`src/rtl/l23_ctrl_pkg.sv`:
```
// l23_ctrl_pkg: shared types, defaults and helpers for the L23 header sequencer.
package l23_ctrl_pkg;

    localparam int unsigned L23_ADDR_W  = 6;
    localparam int unsigned L23_TIMEOUT = 1024;

    typedef enum logic [2:0] {
        ST_IDLE,
        ST_DRAIN,
        ST_WRITE,
        ST_SETREF,
        ST_RESUME,
        ST_ABORT
    } l23_state_e;

    // A header length is legal when it lies in 1..2**addr_w bytes.
    function automatic logic len_is_legal(input int unsigned len, input int unsigned addr_w);
        return (len >= 32'd1) && (len <= (32'd1 << addr_w));
    endfunction

endpackage

```
`src/rtl/l23_shadow_ram.sv`:
```
// l23_shadow_ram: host-side header template store, synchronous write, asynchronous read.
module l23_shadow_ram #(
    parameter int unsigned ADDR_W = 6
) (
    input  logic              clk,
    input  logic              wr_en,
    input  logic [ADDR_W-1:0] wr_addr,
    input  logic [7:0]        wr_data,
    input  logic [ADDR_W-1:0] rd_addr,
    output logic [7:0]        rd_data
);

    logic [7:0] mem_q [1 << ADDR_W];

    // Template byte write; contents are intentionally not reset.
    always_ff @(posedge clk) begin
        if (wr_en) begin
            mem_q[wr_addr] <= wr_data;
        end
    end

    // Combinational read so a byte is available in the same cycle its address is presented.
    always_comb begin
        rd_data = mem_q[rd_addr];
    end

endmodule

```
`src/rtl/l23_hdr_sequencer.sv`:
```
// l23_hdr_sequencer: stops the L23 buffer, waits for idle, copies the shadow
// template into the header RAM, updates the length reference and restarts it.
module l23_hdr_sequencer
    import l23_ctrl_pkg::*;
#(
    parameter int unsigned ADDR_W  = L23_ADDR_W,
    parameter int unsigned TIMEOUT = L23_TIMEOUT
) (
    input  logic              clk,
    input  logic              rst,
    input  logic              hst_wr_en,
    input  logic [ADDR_W-1:0] hst_wr_addr,
    input  logic [7:0]        hst_wr_data,
    input  logic [ADDR_W:0]   hst_len,
    input  logic              hst_commit,
    input  logic              hst_enable,
    output logic              hst_busy,
    output logic              hst_done,
    output logic              hst_err,
    output logic [ADDR_W-1:0] L23mgmt_refvalue,
    output logic [7:0]        L23mgmt_data,
    output logic [ADDR_W-1:0] L23mgmt_writeaddr,
    output logic              L23mgmt_we,
    output logic              L23mgmt_run,
    input  logic              L23mgmt_idle
);

    localparam int unsigned       CNT_W    = (TIMEOUT > 1) ? $clog2(TIMEOUT) : 1;
    localparam logic [ADDR_W:0]   PTR_ONE  = (ADDR_W + 1)'(1);
    localparam logic [CNT_W-1:0]  CNT_ONE  = CNT_W'(1);
    localparam logic [CNT_W-1:0]  CNT_LAST = CNT_W'(TIMEOUT - 1);

    l23_state_e        state_q, state_d;
    logic [ADDR_W:0]   ptr_q, ptr_d;
    logic [ADDR_W:0]   len_q, len_d;
    logic [CNT_W-1:0]  cnt_q, cnt_d;

    logic              run_q, run_d;
    logic              we_q, we_d;
    logic [7:0]        data_q, data_d;
    logic [ADDR_W-1:0] waddr_q, waddr_d;
    logic [ADDR_W-1:0] ref_q, ref_d;
    logic              busy_q, busy_d;
    logic              done_q, done_d;
    logic              err_q, err_d;

    logic              host_side;
    logic              len_ok;
    logic              commit_go;
    logic              commit_bad;
    logic              shadow_we;
    logic              copy_last;
    logic [7:0]        rd_data;

    // Host-facing qualifiers. RESUME already presents busy=0/done=1, so it
    // accepts host traffic exactly like IDLE.
    always_comb begin
        host_side  = (state_q == ST_IDLE) || (state_q == ST_RESUME);
        len_ok     = len_is_legal(32'(hst_len), ADDR_W);
        commit_go  = host_side && hst_commit && len_ok;
        commit_bad = host_side && hst_commit && !len_ok;
        shadow_we  = host_side && hst_wr_en;
        copy_last  = (ptr_q == len_q);
    end

    l23_shadow_ram #(
        .ADDR_W (ADDR_W)
    ) u_shadow (
        .clk     (clk),
        .wr_en   (shadow_we),
        .wr_addr (hst_wr_addr),
        .wr_data (hst_wr_data),
        .rd_addr (ptr_q[ADDR_W-1:0]),
        .rd_data (rd_data)
    );

    // State register.
    always_ff @(posedge clk) begin
        if (rst) begin
            state_q <= ST_IDLE;
        end else begin
            state_q <= state_d;
        end
    end

    // Next-state selection.
    always_comb begin
        state_d = state_q;
        unique case (state_q)
            ST_IDLE, ST_RESUME: state_d = commit_go ? ST_DRAIN : ST_IDLE;
            ST_DRAIN: begin
                if (L23mgmt_idle) begin
                    state_d = ST_WRITE;
                end else if (cnt_q == CNT_LAST) begin
                    state_d = ST_ABORT;
                end
            end
            ST_WRITE:  state_d = copy_last ? ST_SETREF : ST_WRITE;
            ST_SETREF: state_d = ST_RESUME;
            ST_ABORT:  state_d = ST_IDLE;
            default:   state_d = ST_IDLE;
        endcase
    end

    // Registered outputs and datapath, computed from the transition being taken.
    always_comb begin
        run_d   = run_q;
        we_d    = 1'b0;
        data_d  = data_q;
        waddr_d = waddr_q;
        ref_d   = ref_q;
        busy_d  = busy_q;
        done_d  = 1'b0;
        err_d   = err_q;
        ptr_d   = ptr_q;
        len_d   = len_q;
        cnt_d   = cnt_q;
        unique case (state_q)
            ST_IDLE, ST_RESUME: begin
                run_d  = hst_enable;
                busy_d = 1'b0;
                if (commit_go) begin
                    len_d  = hst_len;
                    ptr_d  = '0;
                    cnt_d  = '0;
                    run_d  = 1'b0;
                    busy_d = 1'b1;
                    err_d  = 1'b0;
                end else if (commit_bad) begin
                    err_d  = 1'b1;
                    done_d = 1'b1;
                end
            end
            ST_DRAIN: begin
                run_d  = 1'b0;
                busy_d = 1'b1;
                if (L23mgmt_idle) begin
                    we_d    = 1'b1;
                    waddr_d = ptr_q[ADDR_W-1:0];
                    data_d  = rd_data;
                    ptr_d   = ptr_q + PTR_ONE;
                end else if (cnt_q != CNT_LAST) begin
                    cnt_d = cnt_q + CNT_ONE;
                end
            end
            ST_WRITE: begin
                run_d  = 1'b0;
                busy_d = 1'b1;
                if (copy_last) begin
                    ref_d = ADDR_W'(len_q - PTR_ONE);
                end else begin
                    we_d    = 1'b1;
                    waddr_d = ptr_q[ADDR_W-1:0];
                    data_d  = rd_data;
                    ptr_d   = ptr_q + PTR_ONE;
                end
            end
            ST_SETREF: begin
                run_d  = hst_enable;
                busy_d = 1'b0;
                done_d = 1'b1;
                err_d  = 1'b0;
            end
            ST_ABORT: begin
                run_d  = hst_enable;
                busy_d = 1'b0;
                done_d = 1'b1;
                err_d  = 1'b1;
            end
            default: begin
                run_d  = 1'b0;
                busy_d = 1'b0;
            end
        endcase
    end

    // Output and datapath registers.
    always_ff @(posedge clk) begin
        if (rst) begin
            run_q   <= 1'b0;
            we_q    <= 1'b0;
            data_q  <= '0;
            waddr_q <= '0;
            ref_q   <= '0;
            busy_q  <= 1'b0;
            done_q  <= 1'b0;
            err_q   <= 1'b0;
            ptr_q   <= '0;
            len_q   <= '0;
            cnt_q   <= '0;
        end else begin
            run_q   <= run_d;
            we_q    <= we_d;
            data_q  <= data_d;
            waddr_q <= waddr_d;
            ref_q   <= ref_d;
            busy_q  <= busy_d;
            done_q  <= done_d;
            err_q   <= err_d;
            ptr_q   <= ptr_d;
            len_q   <= len_d;
            cnt_q   <= cnt_d;
        end
    end

    assign hst_busy          = busy_q;
    assign hst_done          = done_q;
    assign hst_err           = err_q;
    assign L23mgmt_refvalue  = ref_q;
    assign L23mgmt_data      = data_q;
    assign L23mgmt_writeaddr = waddr_q;
    assign L23mgmt_we        = we_q;
    assign L23mgmt_run       = run_q;

endmodule

```
`config.mk`:
```
export PLATFORM = sky130hd
export DESIGN_NAME = l23_hdr_sequencer
export DESIGN_NICKNAME = d
export VERILOG_FILES = /design/src/rtl/l23_ctrl_pkg.sv /design/src/rtl/l23_shadow_ram.sv /design/src/rtl/l23_hdr_sequencer.sv
export SDC_FILE = /design/constraint.sdc
export NUM_CORES = 1
export LEC_CHECK = 0
export CORE_MARGIN = 4
export CORE_UTILIZATION = 50
export CTS_CLUSTER_DIAMETER = 60
export DETAILED_ROUTE_END_ITERATION = 10
export PLACE_DENSITY = 0.66
export SLEW_MARGIN = 20
export SYNTH_ARGS = -nofsm -noshare
export SYNTH_HDL_FRONTEND = slang
export SYNTH_HIERARCHICAL = 1
export SYNTH_SLANG_ARGS = --single-unit
```
`constraint.sdc`:
```
create_clock -name clk -period 5 [get_ports clk]
set_input_delay 0.5 -clock clk [delete_from_list [all_inputs] [get_ports clk]]
set_output_delay 0.5 -clock clk [all_outputs]
set_load 0.1 [all_outputs]
```
==> results.toml <==
[run_status]
status = "completed"

[clock_tree]
h-tree-depth = 2
post_cts_resized = 0
clkLatencyLatePin_ns = 0.61
cts-hold-fix-buffers = 0
cts-root-buf = "clkbuf_16"
clockBufferDepth = 3
tritoncts = "built"
cts.sinks = 564
post_cts_buffers = 0
path_clk_slew_ns = 0.06
cts_buffers = 55

[final_layout]
fin_nets = 1295
insertedDiodeCount = 0
final_common_cell = "edfxtp_1"
n_fill_cell = 3305
syn2layout_area_growth_pct = 12.7
regArea_mm2 = 0.0164
drive_gt1_share_pct = 20.5
multi_input_area_mm2 = 0.00559
mostFrequentLayoutCells = "edfxtp_1, mux4_2, nor2_1, clkbuf_16, dfxtp_1"

[sta]
max_freq_mhz = 294
min_period_ns = 3.40
rsz0062_at_grt = "false"
setup_viol = 0
tightestPinTransition_ns = 1.09
fin_crit_sh_pct = 68.0
worst_slack_ns = 1.60
slew_headroom_pct = 27.5
final.setup.tns_ns = 0
fin_skew_ns = 0.0171
hold_viol = 0
drv_slew = 0

[detailed_routing]
vias = 11700
via_per_inst = 6.15
first_iter_violations = 1329
ant_nets = 0
drc = 0
drt-pass1-iter-count = 5
wl_per_cell_um = 27.0
wl_mm = 51.4

[logic_synthesis]
yosysTopAreaCell = "edfxtp_1"
avgSynthCellArea_um2 = 18.7
synth.cell_area_mm2 = 0.0224
synth_top_cell_area_share_pct = 68.7
synth_fp_nets = 1229
seq_area_frac_synth_pct = 73.3
synth_warnings = 6
ys_types = 62
synth-edff-count = 512
async_reset_ff_share_pct = 0
synth_area_leaders = "edfxtp_1, mux4_2, dfxtp_1"
yosys_most_used_dff = "edfxtp_1"
synthCells = 1199
ys_seq_elements = 564

[setup_path]
r2r-end = "L23mgmt_data[2]"
crit_type = "reg2reg"
critPathMaxStageDelay_ns = 1.01
cp-end-kind = "register"
path_max_fanout = 66
crit_path_cell_trace = "buf_4 -> nor2b_1 -> a22oi_1 -> a221oi_1 -> o2bb2ai_1 -> mux2i_1 -> nor2_1"
r2r_cells = 7
slowest_stage = "dfxtp_4"
r2r-start = "ptr_q[1]"
crit_path_start_kind = "register"
worstPathArrival_ns = 3.87
crit_path_start = "ptr_q[1]"
reg2reg_slack_ns = 1.60
cp_data_required_time_ns = 5.47

[floorplan]
die_area_mm2 = 0.0482
start_util_pct = 50.6
core_area_mm2 = 0.0442
die_w_um = 220
fp.dieH_um = 220
io_pins = 52
rows = 77

[global_route]
grt_pass1_wl_mm = 76.6
grt_max_degree = 67
antenna_found_initial = 0
gr-usage-all-layers_pct = 21.6
grt_overflow = 0
grt_pass1_vias = 11500

[hold_path]
hold_class = "in2reg"
worstHoldStart = "hst_wr_data[0]"
holdPathStages = 1
min_to = "u_shadow/mem_q[18][0]"

[power]
clkPwrFrac_pct = 41.4
pwr-share-comb_pct = 6.0
p_seq_share_pct = 52.5
swShare_pct = 21.7
netSwitchingPower_uw = 2150
ir_worst_vdd_mv = 0.259
p_int_uw = 7760
power.leakage_uw = 0.00766
power_density_mw_per_mm2 = 393

[placed_design]
gp_congestion = 0.788
pre_cts_slack_ns = 1.48
io_buffers = 51
dp_hpwl_mm = 31.0

[run]
maxCapViolCount = 0
==> worst max-delay path: cells and delay by family, from the launching register on <==
| family | cells | cell delay [ns] |
|---|---|---|
| buffers and inverters | 1 | 0.62 |
| AO/OA/AOI/OAI | 3 | 1.07 |
| flip-flops | 1 | 1.01 |
| multiplexers | 1 | 0.18 |
| AND/OR/NAND/NOR | 2 | 0.35 |
==> registers in the layout (all words and copies together), names as in the netlist, 3 cells and up <==
register,count
u_shadow/mem_q,512
len_q,7
L23mgmt_writeaddr,6
state_q,3
L23mgmt_data,8
L23mgmt_refvalue,6
cnt_q,10
ptr_q,7
==> power by group through the flow <==
stage	Clock [uW]	Combinational, uW	Sequential, uW
final	4110	597	5210
after detailed placement	0	602	5310
after floorplan	0	342	5360
after global placement	0	593	5310
after global routing	4410	637	5210
after CTS	4190	605	5210
==> final cells by class <==
cell class                      instances  share of cell area, %
Clock inverter                         41                   1.49
Clock buffer                           63                   5.66
Sequential cell                       564                   65.1
Inverter                                6                 0.0892
Tap cell                              592                   2.94
Timing Repair Buffer                   71                   2.56
Multi-Input combinational cell        567                   22.2
==> metal layers <==
| metal | track usage, % | wire (um) |
|---|---|---|
| met1 | 32.6 | 22300 |
| met2 | 32.3 | 23600 |
| met3 | 4.55 | 4450 |
| met4 | 5.86 | 1130 |
| met5 | 0 | 0 |
==> through the flow <==
stage	hold slack [ns]	cells	cell area [um^2]	util (%)	power [uW]
6_report	0.370	1904	25200	57.1	9910
3_5_place_dp	0.486	1800	23400	53.0	5910
4_1_cts	0.349	1904	25200	57.1	10000
3_3_place_gp	0.457	1800	23400	53.0	5900
2_1_floorplan	0.448	1199	22400	-	5700
5_1_grt	0.376	1904	25200	57.1	10300
==> cells by family (layout without fill, tap and decap cells) <==
family	Yosys count	count (layout)	share of synthesized area, %
AND/OR/NAND/NOR	262	262	5.55
XOR/XNOR	19	19	0.743
flip-flops	564	564	73.3
adder cells (fa/ha/maj)	3	3	0.168
buffers and inverters	68	181	1.75
AO/OA/AOI/OAI	100	100	3.17
multiplexers	183	183	15.3
==> worst max-delay path by stage <==
stage / endpoint / slack [ns] / cells after the start
5_1_grt: L23mgmt_data[0] / 1.34 / 7
6_report: L23mgmt_data[2] / 1.60 / 7
4_1_cts: L23mgmt_data[3] / 1.47 / 7
3_3_place_gp: L23mgmt_data[3] / 1.55 / 7
2_1_floorplan: L23mgmt_data[3] / 2.70 / 8
3_5_place_dp: L23mgmt_data[3] / 1.48 / 7
==> synth_stat cells (all sizes together) (3+ instances only) <==
cell,count
nand4,8
inv,6
nor2b,15
nor2,120
mux4,126
or4,5
ha,3
xnor2,14
nand2,44
a21oi,23
mux2,13
a211oi,5
and2,4
nand3,18
o31ai,5
a221oi,6
o2bb2ai,4
o2111ai,3
nand3b,4
nor4,4
edfxtp,512
mux2i,44
o221ai,8
nor3b,3
o22ai,9
a31oi,5
o21ai,13
nor3,12
xor2,5
nand2b,11
or3,4
dfxtp,52
clkbuf,23
a22oi,3
buf,39
and3,4
Power figures use the tool's default switching activity.
